<file path="config.mk">
export PLATFORM = sky130hd
export DESIGN_NAME = seq_accum_alu
export DESIGN_NICKNAME = d
export VERILOG_FILES = /design/src/rtl/seq_accum_alu_pkg.sv /design/src/rtl/seq_muldiv_unit.sv /design/src/rtl/seq_accum_alu.sv
export SDC_FILE = /design/constraint.sdc
export NUM_CORES = 1
export LEC_CHECK = 0
export ABC_AREA = 0
export CAP_MARGIN = 20
export CORE_ASPECT_RATIO = 1.75
export CORE_UTILIZATION = 57
export DETAILED_ROUTE_END_ITERATION = 8
export PLACE_DENSITY = 0.79
export SYNTH_ARGS = -nofsm -noshare
export SYNTH_HDL_FRONTEND = slang
export SYNTH_SLANG_ARGS = --single-unit
</file>
<file path="constraint.sdc">
create_clock -name CLK -period 6.92 [get_ports CLK]
set_input_delay 1.038 -clock CLK [delete_from_list [all_inputs] [get_ports CLK]]
set_output_delay 1.038 -clock CLK [all_outputs]
set_load 0.02 [all_outputs]
</file>
<file path="src/rtl/seq_accum_alu_pkg.sv">
// Shared opcodes, FSM encoding and ERR bit positions for the seq_accum_alu slice.
package seq_accum_alu_pkg;

  localparam logic [3:0] OP_NOP = 4'b0000;
  localparam logic [3:0] OP_CLR = 4'b0001;
  localparam logic [3:0] OP_ADD = 4'b0010;
  localparam logic [3:0] OP_SUB = 4'b0011;
  localparam logic [3:0] OP_MUL = 4'b0100;
  localparam logic [3:0] OP_DIV = 4'b0101;
  localparam logic [3:0] OP_MOD = 4'b0110;
  localparam logic [3:0] OP_PRE = 4'b1110;
  localparam logic [3:0] OP_RES = 4'b1111;

  localparam int ERR_BORROW = 0;
  localparam int ERR_DIVZ   = 1;

  typedef enum logic [1:0] {
    S_IDLE = 2'd0,
    S_MUL  = 2'd1,
    S_DIV  = 2'd2
  } state_t;

endpackage

</file>
<file path="src/rtl/seq_muldiv_unit.sv">
// Iterative engine: LSB-first shift-add multiply and restoring divide, W iterations each.
// last is high during the final iteration cycle; result then holds the finished value.
module seq_muldiv_unit
  import seq_accum_alu_pkg::*;
#(
  parameter int W  = 16,
  parameter int CW = $clog2(W) + 1
) (
  input  logic           clk,
  input  logic           rst,
  input  logic           start_mul,
  input  logic           start_div,
  input  logic           is_mod_in,
  input  logic [W-1:0]   a_in,
  input  logic [W-1:0]   b_in,
  output state_t         state,
  output logic           last,
  output logic [2*W-1:0] result
);

  state_t         state_nxt;
  logic [CW-1:0]  cnt;
  logic           is_mod;
  logic [W-1:0]   a_sh;     // multiplier bits (MUL) or dividend/quotient shift register (DIV)
  logic [2*W-1:0] b_sh;
  logic [2*W-1:0] prod;
  logic [W-1:0]   rem;
  logic [W-1:0]   dvs;

  logic [2*W-1:0] prod_nxt;
  logic [W:0]     shifted;
  logic [W:0]     diff;
  logic           ge;
  logic [W-1:0]   rem_nxt;
  logic [W-1:0]   quo_nxt;

  always_comb begin
    prod_nxt = a_sh[0] ? (prod + b_sh) : prod;
    shifted  = {rem, a_sh[W-1]};
    diff     = shifted - {1'b0, dvs};
    ge       = (shifted >= {1'b0, dvs});
    rem_nxt  = ge ? diff[W-1:0] : shifted[W-1:0];
    quo_nxt  = {a_sh[W-2:0], ge};
    last     = (state != S_IDLE) && (cnt == CW'(W - 1));
    if (state == S_MUL) result = prod_nxt;
    else                result = {{W{1'b0}}, (is_mod ? rem_nxt : quo_nxt)};
  end

  always_comb begin
    state_nxt = state;
    case (state)
      S_IDLE: begin
        if (start_mul)      state_nxt = S_MUL;
        else if (start_div) state_nxt = S_DIV;
      end
      S_MUL, S_DIV: if (last) state_nxt = S_IDLE;
      default: state_nxt = S_IDLE;
    endcase
  end

  always_ff @(posedge clk or posedge rst) begin
    if (rst) state <= S_IDLE;
    else     state <= state_nxt;
  end

  always_ff @(posedge clk or posedge rst) begin
    if (rst) begin
      cnt    <= '0;
      is_mod <= 1'b0;
      a_sh   <= '0;
      b_sh   <= '0;
      prod   <= '0;
      rem    <= '0;
      dvs    <= '0;
    end else begin
      case (state)
        S_IDLE: begin
          cnt <= '0;
          if (start_mul) begin
            a_sh <= a_in;
            b_sh <= {{W{1'b0}}, b_in};
            prod <= '0;
          end else if (start_div) begin
            a_sh   <= a_in;
            dvs    <= b_in;
            rem    <= '0;
            is_mod <= is_mod_in;
          end
        end
        S_MUL: begin
          prod <= prod_nxt;
          a_sh <= a_sh >> 1;
          b_sh <= b_sh << 1;
          cnt  <= last ? '0 : cnt + 1'b1;
        end
        S_DIV: begin
          rem  <= rem_nxt;
          a_sh <= quo_nxt;
          cnt  <= last ? '0 : cnt + 1'b1;
        end
        default: cnt <= '0;
      endcase
    end
  end

endmodule

</file>
<file path="src/rtl/seq_accum_alu.sv">
// Accumulator calculator: single-cycle ops inline, MUL/DIV/MOD via seq_muldiv_unit.
// Build option SEQ_ACCUM_ALU_STICKY_ERR_EN makes ERR bits accumulate until RST or opcode 1111.
// Handshake: START is accepted on a rising CLK edge only while BUSY=0 (never queued);
// DONE pulses for exactly one cycle after the edge that writes the accumulator.
module seq_accum_alu
  import seq_accum_alu_pkg::*;
#(
  parameter int W  = 16,
  parameter int CW = $clog2(W) + 1
) (
  input  logic           CLK,
  input  logic           RST,
  input  logic [W-1:0]   IN1,
  input  logic [3:0]     OP,
  input  logic           START,
  output logic           BUSY,
  output logic           DONE,
  output logic [2*W-1:0] OUT,
  output logic [1:0]     ERR
);

  logic [2*W-1:0] acc;
  logic [1:0]     err;
  logic           done;
  state_t         eng_state;
  logic           eng_last;
  logic [2*W-1:0] eng_result;

  logic [W-1:0]   b_op;
  logic           b_zero;
  logic           accept;
  logic           start_mul;
  logic           start_div;
  logic [2*W-1:0] sc_acc;
  logic [1:0]     sc_err;

  assign b_op      = acc[W-1:0];
  assign b_zero    = (b_op == '0);
  assign BUSY      = (eng_state != S_IDLE);
  assign accept    = START && !BUSY;
  assign start_mul = accept && (OP == OP_MUL);
  assign start_div = accept && ((OP == OP_DIV) || (OP == OP_MOD)) && !b_zero;
  assign OUT       = acc;
  assign ERR       = err;
  assign DONE      = done;

  function automatic logic [1:0] err_merge(input logic [1:0] cur, input logic [1:0] flags,
                                           input logic clear);
`ifdef SEQ_ACCUM_ALU_STICKY_ERR_EN
    return clear ? 2'b00 : (cur | flags);
`else
    return (clear || (cur == 2'b11 && 1'b0)) ? 2'b00 : flags;
`endif
  endfunction

  // Results for every op that completes at the accepting edge, including divide by zero.
  always_comb begin
    sc_acc = '0;
    sc_err = 2'b00;
    case (OP)
      OP_NOP: sc_acc = acc;
      OP_CLR: sc_acc = '0;
      OP_ADD: sc_acc = {{W{1'b0}}, IN1} + {{W{1'b0}}, b_op};
      OP_SUB: begin
        sc_acc             = {{W{1'b0}}, IN1} - {{W{1'b0}}, b_op};
        sc_err[ERR_BORROW] = (IN1 < b_op);
      end
      OP_DIV, OP_MOD: sc_err[ERR_DIVZ] = 1'b1;
      OP_PRE: sc_acc = '1;
      default: sc_acc = '0;
    endcase
  end

  seq_muldiv_unit #(.W(W), .CW(CW)) u_engine (
    .clk       (CLK),
    .rst       (RST),
    .start_mul (start_mul),
    .start_div (start_div),
    .is_mod_in (OP == OP_MOD),
    .a_in      (IN1),
    .b_in      (b_op),
    .state     (eng_state),
    .last      (eng_last),
    .result    (eng_result)
  );

  always_ff @(posedge CLK or posedge RST) begin
    if (RST) begin
      acc  <= '0;
      err  <= 2'b00;
      done <= 1'b0;
    end else begin
      done <= 1'b0;
      if (eng_last) begin
        acc  <= eng_result;
        err  <= err_merge(err, 2'b00, 1'b0);
        done <= 1'b1;
      end else if (accept && !start_mul && !start_div) begin
        acc  <= sc_acc;
        err  <= err_merge(err, sc_err, OP == OP_RES);
        done <= 1'b1;
      end
    end
  end

endmodule

</file>
Word level (Yosys, flattened, before mapping)
Cells that the tools add are included.
Cells by class
  eq/ne operators: 16
  $lt $le $gt $ge: 2
  add/subtract/negate cells: 5
  mux-type cells: 30
  bitwise logic cells: 1
  reduce and logical (&&, ||, !) cells: 28
Operator list (number)
  $mux W32: 6
  $pmux W32 S2: 2
  $pmux W32 S4: 1
  $mux W16: 6
  $pmux W16 S3: 1
  $add A32 B32 Y32: 1
  $pmux W16 S2: 1
  $add A16 B16 Y17: 1
  $ge A17 B16 Y1: 1
  $sub A16 B16 Y17: 1
  $logic_not A16 Y1: 1
  $lt A16 B16 Y1: 1
  $sub A16 B16 Y16: 1
  $eq A4 B3 Y1 const B: 3
  $mux W2: 6
  $mux W5: 2
  $eq A4 B2 Y1 const B: 2
  $eq A4 B4 Y1 const B: 2
  $reduce_and A2 Y1: 4
  $reduce_bool A2 Y1: 4
  $logic_and A1 B1 Y1: 7
  $ne A2 B2 Y1 const B: 3
  $reduce_and A3 Y1: 2
  $add A5 B1 Y5 const B: 1
  14 further kinds: 22
Storage, ports and cells
  bits in registers: 155
  output and inout port bits: 36
  word-level logic and storage cells: 93
  input bits: 23

Depth between registers and ports, before layout
Gate-level depths: netlist (run 1).
  word-level depth: 9
  depth in mapped cells: 15
  gate-level depth less buffers: 15

Cells and area by module
From an unflattened synthesis (run 1), not the netlist that was laid out.
Second synthesis, totals
  cells, all modules: 1401
  area, all modules: 11788.8 µm²
By module, submodules not included
  seq_muldiv_unit: sequential area each 3002.9 µm², times used 1, area an instance 8139.1 µm², cells each 929
  seq_accum_alu: sequential area each 875.8 µm², times used 1, area an instance 3649.8 µm², cells each 472

Worst setup path before layout (run 1)
OpenSTA, ideal clock, no wires.
  kind: input-to-reg
  start: in IN1[0]
  end: reg acc[12] (netlist: OUT[12])
  cell stages on the path: 14
  arrival: 3.360 ns
  path slack: 3.435 ns
  data required time: 6.795 ns
  setup time: 0.125 ns
  path buffers: 0
  path through: ha_1 inv_1 fa_1 o21bai_1 a21oi_1 o21bai_1 a21oi_1 o31a_1 o31ai_1 a211o_1 o2bb2ai_1 xnor2_1 a21oi_1 a2111oi_0
Between the ends
  word-level cells in the longest chain between the ends: 4
  elaborated cells between the ends (all ways): 5
  classes of those cells: 2 x add/sub; 3 x mux
RTL lines
  start, declared: RTL line seq_accum_alu.sv:13  | input logic [W-1:0] IN1,
  $sub A16 B16 Y17 or $add A16 B16 Y17 (tied branches): RTL line seq_accum_alu.sv:65, seq_accum_alu.sv:63
  $pmux W32 S4 (*): RTL line seq_accum_alu.sv:60  | case (OP)
  $mux W32 (*): RTL line seq_accum_alu.sv:98  | end else if (accept && !start_mul && !start_div) begin
  $mux W32 (*): RTL line seq_accum_alu.sv:94  | if (eng_last) begin
  end signal, assigned: RTL line seq_accum_alu.sv:95  | acc <= eng_result;
  end, declared: RTL line seq_accum_alu.sv:22  | logic [2*W-1:0] acc;
Mark *: on every way between the ends. The rest lies on a longest branch, timed or not. The select of a mux whose other input is x is not followed.
A chain may end at the register's enable or synchronous reset.

Final worst setup path (run 1)
  start: in OP[0]
  end: reg acc[30] (netlist: OUT[30])
Between the ends
  word-level cells in the longest chain between the ends: 8
  elaborated cells between the ends (all ways): 21
  classes of those cells: 7 x eq/ne; 3 x mux; 11 x reduce/logical
RTL lines
  start, declared: RTL line seq_accum_alu.sv:14  | input logic [3:0] OP,
  $eq A4 B3 Y1: RTL line seq_accum_alu.sv:42  | assign start_div = accept && ((OP == OP_DIV) || (OP == OP_MOD)) && !b_zero;
  $logic_or A1 B1 Y1: RTL line seq_accum_alu.sv:42
  $logic_and A1 B1 Y1 (2 in series): RTL line seq_accum_alu.sv:42
  $logic_not A1 Y1: RTL line seq_accum_alu.sv:98
  $logic_and A1 B1 Y1: RTL line seq_accum_alu.sv:98
  $reduce_bool A2 Y1 (no line)
  $reduce_and A2 Y1 (no line)
Several ways; a longest one is shown, not always the timed one. The select of a mux whose other input is x is not followed.

==> results of run 1 <==
-- through the flow --
step,hold WS [ns],total power (uW),utilization (%)
5_1_grt,0.504,5470,65.8
4_1_cts,0.483,5130,65.8
3_5_place_dp,0.471,4190,62.8
6_report,0.483,5200,65.8
2_1_floorplan,0.430,3230,-
3_3_place_gp,0.456,4140,62.7
-- cell type report --
| type | count | area, um^2 |
|---|---|---|
| multi-input cells | 1057 | 6900 |
| fillers | 1624 | 6600 |
| flip-flops and latches | 155 | 3880 |
| repair buffers | 77 | 727 |
| clock buffers | 18 | 439 |
| well taps | 241 | 302 |
| inverters | 77 | 294 |
| clock inverters | 14 | 138 |
-- cells in the final DEF, fill, tap and decap left out, drive strengths merged, types with 29 or more instances in the layout --
cell,instances
a21oi,102
nor3,29
nand2,175
mux2i,36
o21ai,169
clkdlybuf4s50,58
nor2,92
dfrtp,155
inv,81
ha,84
-- power breakdown --
group | leakage (uW) | total (uW) | internal (uW) | switching (uW)
sequential | 0.00204 | 1540 | 1170 | 374
clock | 0.000277 | 931 | 512 | 419
combinational | 0.00344 | 2730 | 1020 | 1720
-- cells by family (layout without fill, tap and decap cells) --
family | Yosys count | count (layout) | synth area share (%)
AO/OA/AOI/OAI | 488 | 488 | 27.8
multiplexers | 43 | 43 | 3.88
buffers and inverters | 146 | 186 | 4.98
AND/OR/NAND/NOR | 394 | 394 | 15.7
adder cells (fa/ha/maj) | 88 | 88 | 9.99
XOR/XNOR | 44 | 44 | 3.47
flip-flops | 155 | 155 | 34.2
-- sequential cells by signal, summed over array words and instances, names as in the netlist, 5 cells and up --
name and count:
u_engine.dvs 16, u_engine.rem 16, u_engine.b_sh 32, OUT 32, u_engine.prod 32, u_engine.cnt 5
u_engine.a_sh 16
-- routing by layer --
layer	part of all wire [%]	wire length, um	track usage (%)	up-vias
met5	0	0	0	-
met4	9.8	3790	34.7	0
met3	6.0	2340	6.71	181
met2	50	19500	66.1	493
met1	34	13200	40.5	5190
li1	-	-	-	4959
-- final timing paths --
| path | endpoint | slack (ns) | depth (start not counted) |
|---|---|---|---|
| worst min-delay path | u_engine.cnt[0]$_DFF_PP0_ | 0.48 | 1 |
| worst min register to register | u_engine.cnt[0]$_DFF_PP0_ | 0.48 | 1 |
| min in group asynchronous | u_engine.b_sh[10]$_DFFE_PP0P_ | 1.15 | 2 |
| worst max register to register | OUT[12]$_DFFE_PP0P_ | 3.16 | 13 |
| max in group asynchronous | u_engine.b_sh[29]$_DFFE_PP0P_ | 4.39 | 3 |
| worst max-delay path | OUT[30]$_DFFE_PP0P_ | 2.63 | 14 |
==> flow_summary.yaml, run 1 <==
grt:
  grt_overflow: 0
  antenna_found_initial: 0
  grt_max_degree: 99
  grt_pass1_vias: 10900
  grt.total_usage_pct: 39.1
  grt_pass1_wl_um: 59300
yosys:
  syn_nets: 1469
  synth_top_cell_by_area: "dfrtp_1"
  synth_cell_types: 79
  yosysMostFrequentCell: "nand2_1"
  syn_inst: 1358
  synth_commonest_cells: "nand2_1 (175), dfrtp_1 (155), o21ai_0 (139)"
  yosys_warnings: 0
  yosys_most_used_dff: "dfrtp_1"
  avgSynthCellArea_um2: 8.34
  syn_area_um2: 11300
  synth_top_area_share_pct: 34.2
  async_flop_share_pct: 100
  synth_edf_count: 0
  ys_seq_area_share_pct: 34.2
  synth-seq-cells: 155
  synth_area_leaders: "dfrtp_1 (34%), ha_1 (9.3%), o21ai_0 (6.1%)"
worst_setup_path:
  path_buf_inv: 5
  endpoint_kind: "register"
  cp_top_family: "buffers and inverters"
  cp.required_ns: 7.22
  cp_cell_sequence: "clkdlybuf4s50_1 > buf_4 > inv_2 > nand2_1 > a21oi_1 > nand4_1 > buf_4 > nand3_1 > nor2_1 > buf_4 > nand2_1 > a211oi_1 > or3_1 > o221ai_1"
  cpMaxStageDelayCell: "a211oi_1"
  cp_data_arrival_time_ns: 4.59
  start_kind: "input pin"
  crit_top_cell: "buf_4"
  slowest_delay_ns: 0.88
  reg2reg_from: "OUT[1]$_DFFE_PP0P_"
  crit_fanout: 38
  path_class: "input pin to register"
  crit_start: "OP[0]"
cells_and_area:
  area_growth_pct: 12.0
  drive_above_1_share_pct: 5.79
  antenna_cells: 0
  final_area_um2: 12700
  fin_cells: 1639
  fin_nets: 1496
cts:
  cts_buffer_depth: 2
  path_clk_slew_ns: 0.06
  postCtsSetupBuffers: 0
  cts_resized: 0
  htreeDepth: 4
  ctsHoldBuffers: 0
  worst_skew_pair.late_latency_ns: 0.45
  cts_root_buffer: "clkbuf_16"
  clock_sinks: 155
  cts_made_buffers: 17
  cts_tree: "built"
pwr:
  irDropWorstVdd_v: 0.000268
  power_leakage_uw: 0.00576
  pwr_density_cell_nw_per_um2: 410
die:
  die_h_um: 188
  start_util_pct: 58.7
  io-pin-count: 59
  rows: 67
  dieArea_um2: 20500
  core_area_um2: 19300
  die_w_um: 109
sta:
  slew_headroom_pct: 25.6
  tns_ns: 0
  timing.final.ws_setup_ns: 2.63
  period_share_pct: 62.0
  tightestPinTransition_ns: 1.11
  max_freq_ghz: 0.233
  drv_slew: 0
  finClkSkew_ns: 0.0185
  finalHoldViolations: 0
  setup_viol: 0
  period_minus_slack_ns: 4.29
  grt_setup_unrepaired: "false"
routing:
  drc: 0
  via_count: 10800
  avgRoutedWirePerCell_um: 23.7
  detail-route-antenna-nets: 0
  viasPerCell: 6.60
  drt_first_pass_iters: 8
  routed_wl_um: 38900
  drt-initial-drc-count: 915
run_status:
  status: "complete, no violations"
flow_run:
  max_cap_viol_count: 0
placement:
  dp_slack_ns: 2.30
  placed_area_um2: 12100
  placedCellCount: 1607
  hpwl_um: 28900
  port_buffers: 58
  place_congestion: 1.00
hold_path:
  min_from: "u_engine.cnt[0]$_DFF_PP0_"
  hp-class: "register to register"
Note: power is estimated with default switching activity, not from simulation.
==> inputs of run 2 (changes only) <==
--- a/config.mk
+++ b/config.mk
@@ -8,9 +8,9 @@
 export ABC_AREA = 0
 export CAP_MARGIN = 20
 export CORE_ASPECT_RATIO = 1.75
-export CORE_UTILIZATION = 57
+export CORE_UTILIZATION = 56
 export DETAILED_ROUTE_END_ITERATION = 8
-export PLACE_DENSITY = 0.79
+export PLACE_DENSITY = 0.81
 export SYNTH_ARGS = -nofsm -noshare
 export SYNTH_HDL_FRONTEND = slang
 export SYNTH_SLANG_ARGS = --single-unit
==> constraint.sdc (replaced) <==
create_clock -name CLK -period 3.74 [get_ports CLK]
set_input_delay 0.561 -clock CLK [delete_from_list [all_inputs] [get_ports CLK]]
set_output_delay 0.561 -clock CLK [all_outputs]
set_load 0.02 [all_outputs]
==> run 2 against run 1 <==
  * Cell count is 2.9% higher
  * Register-to-register slack got worse by 3.0 ns
  * Die area is 1.8% higher
  * Wire length increased by 0.73%
  * Worst setup slack lost 2.4 ns
  * Via count grew 2.0%
  * Design area rose by 3.3%
  * Non-clock buffer count up 44
  * First-iteration DRC count rose by 1.1%
  * Clock-buffer cell count rose by 5
  * Clock skew fell by 0.0077 ns
  * Sequential power grew 74%
  * Critical path type is now register to register
  * Critical endpoint is now u_engine.prod[30]$_DFFE_PP0P_
  * Largest power group unchanged
  * Highest routed layer unchanged
==> flow_summary.yaml, run 2 (same netlist as run 1, synthesis figures left out) <==
routing:
  drc: 0
  routed_wl_um: 39100
  wirelength_met1_um: 13500
  via_count: 11000
  routed-wl-met2_um: 19300
  drt_first_pass_iters: 6
  routed-wl-met3_um: 2260
  detail-route-antenna-nets: 0
  avgRoutedWirePerCell_um: 23.2
  viasPerCell: 6.54
  highest_layer: "met4"
  drt-initial-drc-count: 925
worst_setup_path:
  cp_top_family: "compound AO/OA/AOI/OAI gates"
  endpoint_kind: "register"
  cpMaxStageDelayCell: "fa_1"
  rrSetupSlack_ns: 0.20
  path_class: "register to register"
  cp_cell_sequence: "ha_1 > fa_1 > a21o_1 > a21o_1 > a211oi_2 > o21ai_2 > a31oi_4 > o21ai_2 > a21oi_2 > o21ai_1 > mux2_1 > o31ai_1 > mux2_2"
  cp.required_ns: 4.13
  start_kind: "register"
  cp_data_arrival_time_ns: 3.93
  slowest_delay_ns: 0.42
  path_buf_inv: 0
  crit_fanout: 4
sta:
  slew_headroom_pct: 41.6
  setup_viol: 0
  grt_setup_unrepaired: "false"
  drv_slew: 0
  finalHoldViolations: 0
  max_freq_ghz: 0.282
  tightestPinTransition_ns: 0.869
  whs_ns: 0.458
  period_share_pct: 94.8
  finClkSkew_ns: 0.0108
  period_minus_slack_ns: 3.54
cts:
  cts_root_buffer: "clkbuf_16"
  htreeDepth: 4
  ctsHoldBuffers: 0
  cts_tree: "built"
  postCtsSetupBuffers: 0
  worst_skew_pair.late_latency_ns: 0.45
  path_clk_slew_ns: 0.07
  clock_sinks: 155
  cts_buffer_depth: 2
  cts_made_buffers: 17
  cts_resized: 0
cells_and_area:
  fin_nets: 1540
  layout_commonest_cell: "nand2_1"
  drive_above_1_share_pct: 8.60
  fillers: 1656
  antenna_cells: 0
  layout_common_cells: "nand2_1 (175), dfrtp_1 (155), o21ai_0 (139), a21oi_1 (100), nor2_1 (92)"
  area_growth_pct: 15.6
die:
  die_h_um: 190
  dieArea_um2: 20800
  core_area_um2: 19700
  start_util_pct: 57.4
  die_w_um: 110
  io-pin-count: 59
  rows: 68
grt:
  grt.total_usage_pct: 39.4
  grt_pass1_wl_um: 60100
  antenna_found_initial: 0
  grt_max_degree: 123
  grt_overflow: 0
  grt_pass1_vias: 11000
flow_run:
  max_cap_viol_count: 0
pwr:
  pwr_density_cell_nw_per_um2: 760
  irDropWorstVdd_v: 0.000542
  power_leakage_uw: 0.00600
  power.total_uw: 9960
hold_path:
  hp-class: "register to register"
placement:
  port_buffers: 58
  place_congestion: 1.07
  hpwl_um: 29400
run_status:
  status: "complete, no violations"
## run 2: final timing paths
path,start,to,cells after the start
worst max-delay path,u_engine.prod[0]$_DFFE_PP0P_,u_engine.prod[30]$_DFFE_PP0P_,13
worst max register to register,u_engine.prod[0]$_DFFE_PP0P_,u_engine.prod[30]$_DFFE_PP0P_,13
worst min register to register,u_engine.cnt[0]$_DFF_PP0_,u_engine.cnt[0]$_DFF_PP0_,1
max in group asynchronous,RST,ERR[1]$_DFFE_PP0P_,3
worst min-delay path,u_engine.cnt[0]$_DFF_PP0_,u_engine.cnt[0]$_DFF_PP0_,1
min in group asynchronous,RST,u_engine.dvs[15]$_DFFE_PP0P_,3
## run 2: power by group
| part | switching (uW) | leakage [uW] | internal, uW |
|---|---|---|---|
| clock network | 740 | 0.000296 | 1120 |
| logic | 3310 | 0.00366 | 2100 |
| registers | 525 | 0.00204 | 2160 |
| total | 4570 | 0.00600 | 5380 |
## run 2: layout make-up
cell class,instances,area [um^2],area share (%)
timing repair buffer,121,1080,8.23
tap,245,307,2.34
multi-input combinational,1057,6920,52.8
clock buffer,23,488,3.73
sequential,155,3880,29.6
clock inverter,9,135,1.03
inverter,77,293,2.24
## run 2: layer usage
metal,vias up,global-route usage [%]
met5,-,0
met4,0,36.2
met3,210,7.61
met2,503,65.8
met1,5276,40.5
li1,5047,-
## run 2: through the flow
| stage | utilization, % | TNS [ns] | cell area (um^2) | worst slack, ns | std cells |
|---|---|---|---|---|---|
| finish | 66.4 | 0 | 13100 | 0.195 | 1687 |
| floorplan | - | 0 | 11300 | 0.659 | 1358 |
| detailed placement | 63.1 | -0.645 | 12500 | -0.177 | 1655 |
| global route | 66.4 | 0 | 13100 | 0.00192 | 1687 |
| CTS | 66.3 | 0 | 13100 | 0.193 | 1687 |
| global placement | 63.1 | 0 | 12500 | 0.00715 | 1654 |
